===== src/rtl/stream_deframer.sv =====
// Stream deframer: hunts a sync header, reads a big-endian length field, unpacks
// that many payload words into LSB-first sub-words, then checks a modular-sum trailer.
module stream_deframer #(
  parameter int UnpackedWidth  = 2,
  parameter int PackedNum      = 4,
  parameter int HeaderLen      = 2,
  parameter logic [HeaderLen*UnpackedWidth*PackedNum-1:0] HeaderPattern = {8'hA5, 8'h5A},
  parameter int MaxPacketElems = 1024
) (
  input  logic                     clk_i,
  input  logic                     rst_ni,
  input  logic                     valid_i,
  output logic                     ready_o,
  input  logic [UnpackedWidth*PackedNum-1:0] data_i,
  output logic                     valid_o,
  input  logic                     ready_i,
  output logic [UnpackedWidth-1:0] unpacked_o,
  output logic                     last_o,
  output logic                     pkt_ok_o,
  output logic                     crc_err_o,
  output logic                     len_err_o
);

  localparam int PackedWidth = UnpackedWidth * PackedNum;
  localparam int LenWidth    = $clog2(MaxPacketElems + 1);
  localparam int LenWords    = (LenWidth + PackedWidth - 1) / PackedWidth;
  localparam int LenShW      = LenWords * PackedWidth;
  localparam int HdrW        = $clog2(HeaderLen + 1);
  localparam int LenIdxW     = $clog2(LenWords + 1);
  localparam int SubW        = (PackedNum > 1) ? $clog2(PackedNum) : 1;

  typedef enum logic [1:0] {HUNT, LEN, PAYLOAD, CHECK} state_e;

  state_e                   state_q, state_d;
  logic [1:0]               rst_sync_q;
  logic                     rst_n;
  logic [HdrW-1:0]          hdr_idx;
  logic [LenIdxW-1:0]       len_idx;
  logic [LenShW-1:0]        len_sh_q;
  logic [LenWidth-1:0]      len_q;
  logic [LenWidth-1:0]      elem_cnt;
  logic [PackedWidth-1:0]   sum_q;
  logic [PackedWidth-1:0]   buf_q;
  logic                     buf_full;
  logic [SubW-1:0]          sub_idx;
  logic                     last_word_q;
  logic                     pkt_ok_q, crc_err_q, len_err_q;

  logic [PackedWidth-1:0]   hdr_word;
  logic [PackedWidth-1:0]   word0;
  logic [LenShW-1:0]        len_full;
  logic                     accept, out_hs, sub_last, hdr_match, hdr_last, len_last;
  logic                     len_zero, len_too_big, final_load;

  // Assertion is immediate; release is aligned to clk_i through two flops.
  always_ff @(posedge clk_i or negedge rst_ni) begin
    if (!rst_ni) rst_sync_q <= '0;
    else         rst_sync_q <= {rst_sync_q[0], 1'b1};
  end
  assign rst_n = rst_sync_q[1];

  always_comb begin
    hdr_word = '0;
    for (int k = 0; k < HeaderLen; k++) begin
      if (hdr_idx == HdrW'(k)) hdr_word = HeaderPattern[(HeaderLen-1-k)*PackedWidth +: PackedWidth];
    end
  end

  assign word0       = HeaderPattern[HeaderLen*PackedWidth-1 -: PackedWidth];
  assign accept      = valid_i && ready_o;
  assign out_hs      = valid_o && ready_i;
  assign sub_last    = (sub_idx == SubW'(PackedNum - 1));
  assign hdr_match   = (data_i == hdr_word);
  assign hdr_last    = (hdr_idx == HdrW'(HeaderLen - 1));
  assign len_last    = (len_idx == LenIdxW'(LenWords - 1));
  assign len_full    = LenShW'({len_sh_q, data_i});
  assign len_zero    = (len_full == '0);
  assign len_too_big = (len_full > LenShW'(MaxPacketElems));
  assign final_load  = ((elem_cnt + LenWidth'(1)) == len_q);

  always_ff @(posedge clk_i or negedge rst_n) begin
    if (!rst_n) state_q <= HUNT;
    else        state_q <= state_d;
  end

  always_comb begin
    state_d = state_q;
    case (state_q)
      HUNT:    if (accept && hdr_match && hdr_last) state_d = LEN;
      LEN: begin
        if (accept && len_last) begin
          if (len_zero)         state_d = CHECK;
          else if (len_too_big) state_d = HUNT;
          else                  state_d = PAYLOAD;
        end
      end
      PAYLOAD: if (accept && final_load) state_d = CHECK;
      CHECK:   if (accept) state_d = HUNT;
      default: state_d = HUNT;
    endcase
  end

  always_comb begin
    valid_o    = buf_full;
    unpacked_o = buf_q[UnpackedWidth-1:0];
    last_o     = buf_full && last_word_q && sub_last;
    pkt_ok_o   = pkt_ok_q;
    crc_err_o  = crc_err_q;
    len_err_o  = len_err_q;
    case (state_q)
      HUNT, LEN: ready_o = 1'b1;
      PAYLOAD:   ready_o = !buf_full || (ready_i && sub_last);
      CHECK:     ready_o = !buf_full;
      default:   ready_o = 1'b0;
    endcase
  end

  // A word accepted in the same cycle as the final sub-word handshake reloads the buffer.
  always_ff @(posedge clk_i or negedge rst_n) begin
    if (!rst_n) begin
      hdr_idx     <= '0;
      len_idx     <= '0;
      len_sh_q    <= '0;
      len_q       <= '0;
      elem_cnt    <= '0;
      sum_q       <= '0;
      buf_q       <= '0;
      buf_full    <= 1'b0;
      sub_idx     <= '0;
      last_word_q <= 1'b0;
      pkt_ok_q    <= 1'b0;
      crc_err_q   <= 1'b0;
      len_err_q   <= 1'b0;
    end else begin
      pkt_ok_q  <= 1'b0;
      crc_err_q <= 1'b0;
      len_err_q <= 1'b0;

      if (out_hs) begin
        buf_q <= buf_q >> UnpackedWidth;
        if (sub_last) begin
          buf_full <= 1'b0;
          sub_idx  <= '0;
        end else begin
          sub_idx <= sub_idx + SubW'(1);
        end
      end

      case (state_q)
        HUNT: begin
          len_idx  <= '0;
          len_sh_q <= '0;
          if (accept) begin
            if (hdr_match) hdr_idx <= hdr_last ? '0 : hdr_idx + HdrW'(1);
            else           hdr_idx <= (data_i == word0) ? HdrW'(1) : '0;
          end
        end
        LEN: begin
          if (accept) begin
            len_sh_q <= len_full;
            len_idx  <= len_idx + LenIdxW'(1);
            if (len_last) begin
              len_idx   <= '0;
              len_q     <= len_full[LenWidth-1:0];
              elem_cnt  <= '0;
              sum_q     <= '0;
              len_err_q <= len_too_big;
            end
          end
        end
        PAYLOAD: begin
          if (accept) begin
            buf_q       <= data_i;
            buf_full    <= 1'b1;
            sub_idx     <= '0;
            last_word_q <= final_load;
            sum_q       <= sum_q + data_i;
            elem_cnt    <= elem_cnt + LenWidth'(1);
          end
        end
        CHECK: begin
          if (accept) begin
            pkt_ok_q  <= (data_i == sum_q);
            crc_err_q <= (data_i != sum_q);
          end
        end
        default: ;
      endcase
    end
  end

endmodule


===== config.mk =====
export PLATFORM = sky130hd
export DESIGN_NAME = stream_deframer
export DESIGN_NICKNAME = d
export VERILOG_FILES = /design/src/rtl/stream_deframer.sv
export SDC_FILE = /design/constraint.sdc
export NUM_CORES = 1
export LEC_CHECK = 0
export BUFFER_PORTS_ARGS = -buffer_cell sky130_fd_sc_hd__buf_2
export CORE_AREA = 10 10 101 103
export CTS_BUF_LIST = sky130_fd_sc_hd__clkbuf_4 sky130_fd_sc_hd__clkbuf_8
export DETAILED_ROUTE_END_ITERATION = 8
export DIE_AREA = 0 0 111 113
export PLACE_DENSITY_LB_ADDON = 0.2
export SLEW_MARGIN = 20
export SYNTH_ARGS = -nofsm -noshare
export SYNTH_HDL_FRONTEND = slang
export SYNTH_SLANG_ARGS = --single-unit

===== constraint.sdc =====
create_clock -name clk_i -period 4 [get_ports clk_i]
set_clock_uncertainty 0.15 [all_clocks]
set_input_delay 0.4 -clock clk_i [delete_from_list [all_inputs] [get_ports clk_i]]
set_output_delay 0.4 -clock clk_i [all_outputs]
set_load 0.02 [all_outputs]

==> impl_results.md, run 1 <==
- GRT Total Usage: 12.6%
- Synth Flop Type: dfrtp_1
- FF+latch count, synth: 61
- Synth top area share: between 40 and 50%
- Yosys cell types: 53
- WP data arrival: slightly below 3000 ps
- Top cells by area, synth: dfrtp_1 48%, o21ai_0 5.0%, xnor2_1 4.7%
- Largest family of logic cells by synthesized area: simple AND/OR/NAND/NOR gates
- Placed Cells: 428
- Vias in the first global route: 2478
- Sw Share: approximately 33%
- First-pass GRT wire length: around 13 mm
- Post-layout util: between 40 and 50%
- Mean Syn Cell Area: approximately 10 µm²
- Reg2reg setup slack: 1170 ps
- H-Tree Depth: 3
- Mapped Nets: 340
- Die extent in x: 111 µm
- I/O Pins: 20
- Reg2reg path depth: 6
- Maximum clock insertion buffer count: 2
- Reg-to-reg critical path endpoint: state_q[0]$_DFFE_PN0P_
- Adder-cell share of the synthesized area: roughly 4.2%
- Max Fclk: ~0.35 GHz
- CTS Sinks: 61
- DP Area: 0.00336 mm²
- DRT iter0 DRCs: between 100 and 150
- Fillers: roughly 790
- RSZ-0062 raised after global routing: false
- Total CTS buffers: 9
- VDD IR-drop max: slightly below 0.3 mV
- Grt total ovfl: 0
- Simple-gate portion of the synthesized area: ~17%
- WP data required: between 4000 and 5000 ps
- Area growth, synth to finish: 12.9%
- Die area: about 0.013 mm²
- Largest net degree at the start of global routing: 34
- Initial antenna violation count: 0
- Fraction of layout cells with a size suffix above 1: 16.8%
- FF+latch area: between 0.0015 and 0.002 mm²
- Latest clock arrival within the worst-skew pair: 340 ps
- Count leader, synth: dfrtp_1
- Antenna Nets Post-Route: 0
- Post-synth EDFFs: 0
- PwrDens: between 500 and 600 mW/mm²
- Hpwl dp: 5.13 mm
- Max Cap Viol: 0
- Post-route cell area: ~0.0036 mm²
- Setup TNS Final: 0 ps
- Final worst path period share: 70.7%
- RD Place Congestion: 0.825
- Slew margin rel.: approximately 40%
- Sequential power share: between 40% and 50%
- Final wirelength: 7.41 mm
- Switching power: 0.675 mW
- XOR/XNOR Fraction of Synth Area: under 10%
- Worst-Margin Slew: between 800 and 900 ps
- Root Buffer: clkbuf_8
- Critical path endpoint category: register
- Final min period: 2830 ps
- Worst Path Max Fanout: 12
- WS Path Type: reg -> reg
- Startpoint Class: register
- Placeable Area: ~0.0081 mm²
- Clock group share of total power: just under 30%
- Synthesized area: 0.00318 mm²
- # setup viols final: 0
- Final hold vios: 0
- Multi-input gate area: 0.00156 mm²
- Synth warn: 0
- Pint: about 1.4 mW
- N_diodes: 0
- Clock slew at reported path FFs: 70 ps
- # DRC: 0
- Die H: around 110 µm
- Via density per instance: ~5.4
- Synth Area in Compound Gates: between 15 and 20%
- Worst hold path type: reg -> async
- Mux cell area share after synthesis: about 6.1%
- Synth top cells by count: 61 x dfrtp_1, 32 x nand2_1, 32 x o21ai_0
- Status: completed
- Vias post-DR: 2399
- Async set-reset flop share out of synthesis: 100%
- # port buffers: 19
- Register area share after synthesis: between 40% and 50%
- Drt first pass iters: 4
- Final Max Slew Viols: 0
- R2R Path Start: elem_cnt[3]$_DFFE_PN0P_
- Area leader, netlist: dfrtp_1
- Post-Synthesis Cells: 318
- CTS tree: built
- Comb pwr share: 27.6%
- Avg WL per Cell: about 17 µm
- Initial core utilization: roughly two fifths
- Rows: 33
- Layout Nets: approximately 360
- Post-route insts no fill: approximately 450
- Leak: approximately 1.6 nW
==> power by group through the flow <==
stage	Clock (mW)	Combinational, mW	Sequential, mW
detailed placement	0	0.570	0.895
CTS	0.630	0.574	0.884
floorplan	0	0.460	0.866
finish	0.612	0.569	0.883
global route	0.661	0.656	0.910
global placement	0	0.561	0.891
==> final cells by class <==
type                            count  share of cell area (%)
Clock buffer                        9                    3.45
Multi-Input combinational cell    234                    43.3
Clock inverter                      7                    2.78
Inverter                            5                   0.522
Timing Repair Buffer               24                    3.76
Tap cell                          105                    3.65
Sequential cell                    61                    42.5
==> per-stage QoR <==
stage,power [mW],hold WS [ps],setup slack [ps]
floorplan,1.33,-45.6,1750
global placement,1.45,35.5,1210
detailed placement,1.47,36.2,1190
CTS,2.09,174,1180
global route,2.23,193,1030
finish,2.06,179,1170
==> flip-flops by register name, summed over array words and instances (netlist names), 2 cells and up, named ones only <==
signal / flops
buf_q: 8
elem_cnt: 11
len_idx: 2
len_sh_q: 8
sub_idx: 2
len_q: 11
hdr_idx: 2
rst_sync_q: 2
sum_q: 8
==> cells in the final DEF, fill, tap and decap left out, types with 5 or more instances in the layout <==
cell and instances:
dfrtp_1 60, o21ai_0 32, inv_1 5, nand3_1 13
nor2_1 18, nor3_1 7, a21oi_1 10, mux2_2 10
a22o_1 13, mux2i_1 8, ha_1 9, and2_1 5
xnor2_1 17, xor2_1 5, buf_2 19, nand4_1 5
clkbuf_8 9, nand2_1 32
==> metal layers <==
layer | track usage, % | vias to the layer above | wire length (µm)
li1 | - | 1172 | -
met1 | 15.5 | 1195 | 3550
met2 | 20.3 | 30 | 3590
met3 | 4.44 | 2 | 220
met4 | 3.56 | 0 | 47
met5 | 0 | - | 0
==> timing repair <==
action                    in CTS  in global routing
gates resized for setup        0                  0
setup buffers                  0                  0
hold endpoints to repair       2                  0
hold buffers                   1                  0
==> worst max-delay path by stage <==
stage | start | depth (start not counted) | endpoint | slack (ps)
finish | elem_cnt[3]$_DFFE_PN0P_ | 6 | state_q[0]$_DFFE_PN0P_ | 1170
CTS | sub_idx[0]$_DFF_PN0_ | 7 | state_q[0]$_DFFE_PN0P_ | 1180
floorplan | len_sh_q[4]$_DFFE_PN0P_ | 6 | state_q[0]$_DFFE_PN0P_ | 1750
global route | sub_idx[0]$_DFF_PN0_ | 7 | state_q[0]$_DFFE_PN0P_ | 1030
detailed placement | sub_idx[0]$_DFF_PN0_ | 7 | state_q[0]$_DFFE_PN0P_ | 1190
global placement | sub_idx[0]$_DFF_PN0_ | 7 | state_q[0]$_DFFE_PN0P_ | 1210
==> worst max-delay path: stages, from the launching register on <==
cell,delay [ps]
dfrtp_1,570
nand4_1,290
nor2_1,300
xor2_1,100
or3_1,320
a2111oi_0,820
a311o_2,210
==> logic make-up (layout without fill, tap and decap cells) <==
group,after synthesis,after routing
and+or+nand+nor,105,105
AOI/OAI and AO/OA,78,78
DFF,61,61
buffers and inverters,23,45
xor gates and xnor gates,22,22
muxes,18,18
adders and majority gates,10,10
other,1,1
Power figures use the tool's default switching activity.
==> run 2, diff against run 1 <==
--- a/config.mk
+++ b/config.mk
@@ -5,11 +5,12 @@
 export SDC_FILE = /design/constraint.sdc
 export NUM_CORES = 1
 export LEC_CHECK = 0
+export ABC_AREA = 1
 export BUFFER_PORTS_ARGS = -buffer_cell sky130_fd_sc_hd__buf_2
-export CORE_AREA = 10 10 101 103
+export CORE_AREA = 10 10 103 105
 export CTS_BUF_LIST = sky130_fd_sc_hd__clkbuf_4 sky130_fd_sc_hd__clkbuf_8
 export DETAILED_ROUTE_END_ITERATION = 8
-export DIE_AREA = 0 0 111 113
+export DIE_AREA = 0 0 113 115
 export PLACE_DENSITY_LB_ADDON = 0.2
 export SLEW_MARGIN = 20
 export SYNTH_ARGS = -nofsm -noshare
==> constraint.sdc (replaced) <==
create_clock -name clk_i -period 2.9 [get_ports clk_i]
set_clock_uncertainty 0.15 [all_clocks]
set_input_delay 0.29 -clock clk_i [delete_from_list [all_inputs] [get_ports clk_i]]
set_output_delay 0.29 -clock clk_i [all_outputs]
set_load 0.02 [all_outputs]
==> run 2 against run 1 <==
  * Sequential power grew 65%
  * Final cell count rose by 27%
  * Maximum frequency rose by 27%
  * Die area is 3.6% higher
  * Combinational power rose to 2.6 times the previous value
  * Routed wire length up 6.7%
  * Utilization fell by 0.27 points
  * Clock-buffer cell count grew 3
  * Synthesized cell count grew 34%
  * Synthesized area rose by 5.5%
  * Worst setup slack worse by 500 ps
==> impl_results.md, run 2 <==
- Status: completed (unchanged)
- Layout Nets: 472 (was 357)
- Post-layout util: 43.9% (was 44.2%)
- Synth warn: 0 (unchanged)
- Maximum clock insertion buffer count: 2 (unchanged)
- RD Place Congestion: 0.856 (was 0.825)
- Worst hold path type: reg -> async (unchanged)
- Yosys cell types: 40 (was 53)
- Worst Path Max Fanout: 14 (was 12)
- Hpwl dp: 6.03 mm (was 5.13 mm)
- DRT iter0 DRCs: 127 (was 134)
- Vias post-DR: 2851 (was 2399)
- Met2 Use GR: 21.7% (was 20.3%)
- First-pass GRT wire length: 13.7 mm (was 12.9 mm)
- Final min period: 2230 ps (was 2830 ps)
- Top cells by area, synth: dfrtp_1 45%, nand2_1 13%, inv_1 6.6% (was dfrtp_1 48%, o21ai_0 5.0%, xnor2_1 4.7%)
- Comb pwr share: 39.7% (was 27.6%)
- Clock group share of total power: 20.9% (was 29.7%)
- WP data required: 2960 ps (was 4130 ps)
- Most common cell after layout, fill and taps aside: nand2_1 (was dfrtp_1)
- Grt total ovfl: 0 (unchanged)
- CP max-delay cell: dfrtp_1 (was a2111oi_0)
- # DRC: 0 (unchanged)
- Top Registers: elem_cnt (11), len_q (11) (unchanged)
- Pint: 2.18 mW (was 1.39 mW)
- Via density per instance: 5.06 (was 5.39)
- Initial antenna violation count: 0 (unchanged)
- Count leader, synth: nand2_1 (was dfrtp_1)
- Drt first pass iters: 4 (unchanged)
- Final hold vios: 0 (unchanged)
- WP data arrival: 2290 ps (was 2960 ps)
- Global routing usage on met3: 2.97% (was 4.44%)
- Antenna Nets Post-Route: 0 (unchanged)
- Max Cap Viol: 0 (unchanged)
- PwrDens: 988 mW/mm² (was 574 mW/mm²)
- Leak: 1.87 nW (was 1.62 nW)
- GR Util met1: 15.7% (was 15.5%)
- Setup TNS Final: 0 ps (unchanged)
- Most frequent cells in the layout: 114 x nand2_1, 60 x dfrtp_1, 59 x inv_1, 29 x nand3_1, 28 x o21ai_0 (was 60 x dfrtp_1, 32 x nand2_1, 32 x o21ai_0, 19 x buf_2, 18 x nor2_1)
- I/O Pins: 20 (unchanged)
- Startpoint Class: register (unchanged)
- Fillers: 881 (was 788)
- XOR/XNOR Fraction of Synth Area: 0.782% (was 6.05%)
- Final wirelength: 7.90 mm (was 7.41 mm)
- Placeable Area: 0.00855 mm² (was 0.00813 mm²)
- Largest family of logic cells by synthesized area: simple AND/OR/NAND/NOR gates (unchanged)
- Reg2reg path depth: 8 (was 6)
- Post-cts sizing count: 0 (unchanged)
- Sw Share: 41.3% (was 32.7%)
- Final Max Slew Viols: 0 (unchanged)
- RSZ-0062 raised after global routing: false (unchanged)
- Initial core utilization: 39.3% (was 39.1%)
- Total CTS buffers: 9 (unchanged)
- Final worst path period share: 76.9% (was 70.7%)
- H-Tree Depth: 3 (unchanged)
- Crit-path cells: ha_1, nand3_2, a21boi_4, inv_2, nor2_4, nor2_2, inv_1, o21ai_0 (was nand4_1, nor2_1, xor2_1, or3_1, a2111oi_0, a311o_2)
- Synth Flop Type: dfrtp_1 (unchanged)
- Die extent in x: 113 µm (was 111 µm)
- Largest net degree at the start of global routing: 28 (was 34)
- # port buffers: 19 (unchanged)
- N_diodes: 0 (unchanged)
- Die area: 0.0130 mm² (was 0.0125 mm²)
- FF+latch count, synth: 61 (unchanged)
- Avg WL per Cell: 14.0 µm (was 16.6 µm)
- Mean Syn Cell Area: 7.90 µm² (was 10.0 µm²)
- Die H: 115 µm (was 113 µm)
- CTS tree: built (unchanged)
- Fraction of layout cells with a size suffix above 1: 12.5% (was 16.8%)
- VDD IR-drop max: 0.434 mV (was 0.292 mV)
- Critical path endpoint category: register (unchanged)
- Crit-path max cell delay: 350 ps (was 820 ps)
- Post-Synthesis Cells: 425 (was 318)
- Reg2reg setup slack: 670 ps (was 1170 ps)
- Root Buffer: clkbuf_8 (unchanged)
- Reg-to-reg critical path endpoint: elem_cnt[4]$_DFFE_PN0P_ (was state_q[0]$_DFFE_PN0P_)
- Simple-gate portion of the synthesized area: 27.4% (was 16.5%)
- Register area share after synthesis: 45.5% (was 48.0%)
- GRT Total Usage: 12.9% (was 12.6%)
- Area growth, synth to finish: 11.8% (was 12.9%)
- R2R Path Start: sub_idx[0]$_DFF_PN0_ (was elem_cnt[3]$_DFFE_PN0P_)
- CTS Sinks: 61 (unchanged)
- Synthesized area: 0.00336 mm² (was 0.00318 mm²)
- Max Fclk: 0.448 GHz (was 0.354 GHz)
- Area leader, netlist: dfrtp_1 (unchanged)
- Synth top cells by count: 114 x nand2_1, 61 x dfrtp_1, 59 x inv_1 (was 61 x dfrtp_1, 32 x nand2_1, 32 x o21ai_0)
- Adder-cell share of the synthesized area: 3.95% (was 4.17%)
- Synth Area in Compound Gates: 13.4% (was 15.9%)
- Mux cell area share after synthesis: 0% (was 6.05%)
- Async set-reset flop share out of synthesis: 100% (unchanged)
- Gr busiest metal: met2 (unchanged)
- Mapped Nets: 447 (was 340)
- Synth top area share: 45.5% (was 48.0%)
- WS Path Type: reg -> reg (unchanged)
- Latest clock arrival within the worst-skew pair: 340 ps (about the same)
- Clock slew at reported path FFs: 80 ps (was 70 ps)
- Post-synth EDFFs: 0 (unchanged)
- Rows: 34 (was 33)
- # setup viols final: 0 (unchanged)
- Sequential power share: 39.4% (was 42.8%)
- Vias in the first global route: 2906 (was 2478)
- Switching power: 1.53 mW (was 0.675 mW)
run 2: stage by stage:
step	cells	instance area (µm²)	hold WS, ps	worst slack [ps]	total power [mW]
floorplan	425	3360	-156	926	2.61
global placement	546	3550	-73.8	744	2.94
detailed placement	546	3550	-71.2	690	2.95
CTS	563	3760	90.1	661	3.74
global route	563	3760	104	449	4.07
finish	563	3760	64.2	670	3.71
run 2: cell families after synthesis:
kind of cell,Yosys count
fa+ha+maj,10
buf+inv,72
xor+xnor,3
flops,61
compound gates,75
simple gates,203
other cells,1
run 2: power by group through the flow:
| stage | Clock, mW | Combinational (mW) | Sequential (mW) |
|---|---|---|---|
| floorplan | 0 | 1.18 | 1.43 |
| global placement | 0 | 1.47 | 1.47 |
| detailed placement | 0 | 1.48 | 1.47 |
| CTS | 0.797 | 1.48 | 1.46 |
| global route | 0.835 | 1.73 | 1.50 |
| finish | 0.777 | 1.47 | 1.46 |
run 2: timing repair:
| action | 4_1_cts | 5_1_grt |
|---|---|---|
| endpoints found under the hold margin | 2 | 0 |
| hold buffers | 1 | 0 |
| buffers inserted | 0 | 0 |
run 2: worst max path at each step:
stage               slack, ps                      end  cells past startpoint               startpoint
floorplan                 930                async pin                      0  rst_sync_q[1]$_DFF_PN0_
global placement          740  elem_cnt[9]$_DFFE_PN0P_                      8   state_q[0]$_DFFE_PN0P_
detailed placement        690  elem_cnt[2]$_DFFE_PN0P_                      8     sub_idx[0]$_DFF_PN0_
CTS                       660  elem_cnt[2]$_DFFE_PN0P_                      8     sub_idx[0]$_DFF_PN0_
global route              450  elem_cnt[8]$_DFFE_PN0P_                      8     sub_idx[0]$_DFF_PN0_
finish                    670  elem_cnt[4]$_DFFE_PN0P_                      8     sub_idx[0]$_DFF_PN0_
run 2: final cells by class:
class	count	area (µm²)	area share (%)
timing repair buffer	22	120	3.20
sequential	61	1530	40.7
clock buffer	12	153	4.06
inverter	64	240	6.40
multi-input combinational	292	1530	40.8
clock inverter	4	47.5	1.27
tap	108	135	3.60
run 2: routing by layer:
layer / part of all wire, % / wire length [µm]
met5: 0 / 0
met2: 48 / 3790
met1: 46 / 3670
met3: 4.4 / 346
met4: 1.2 / 97
run 2: worst max-delay path, delay by kind of cell, from the launching register on:
kind	cells	cell delay, ps
and+or+nand+nor	3	640
buffers and inverters	2	380
AOI/OAI and AO/OA	2	360
DFF	1	350
adders and majority gates	1	200
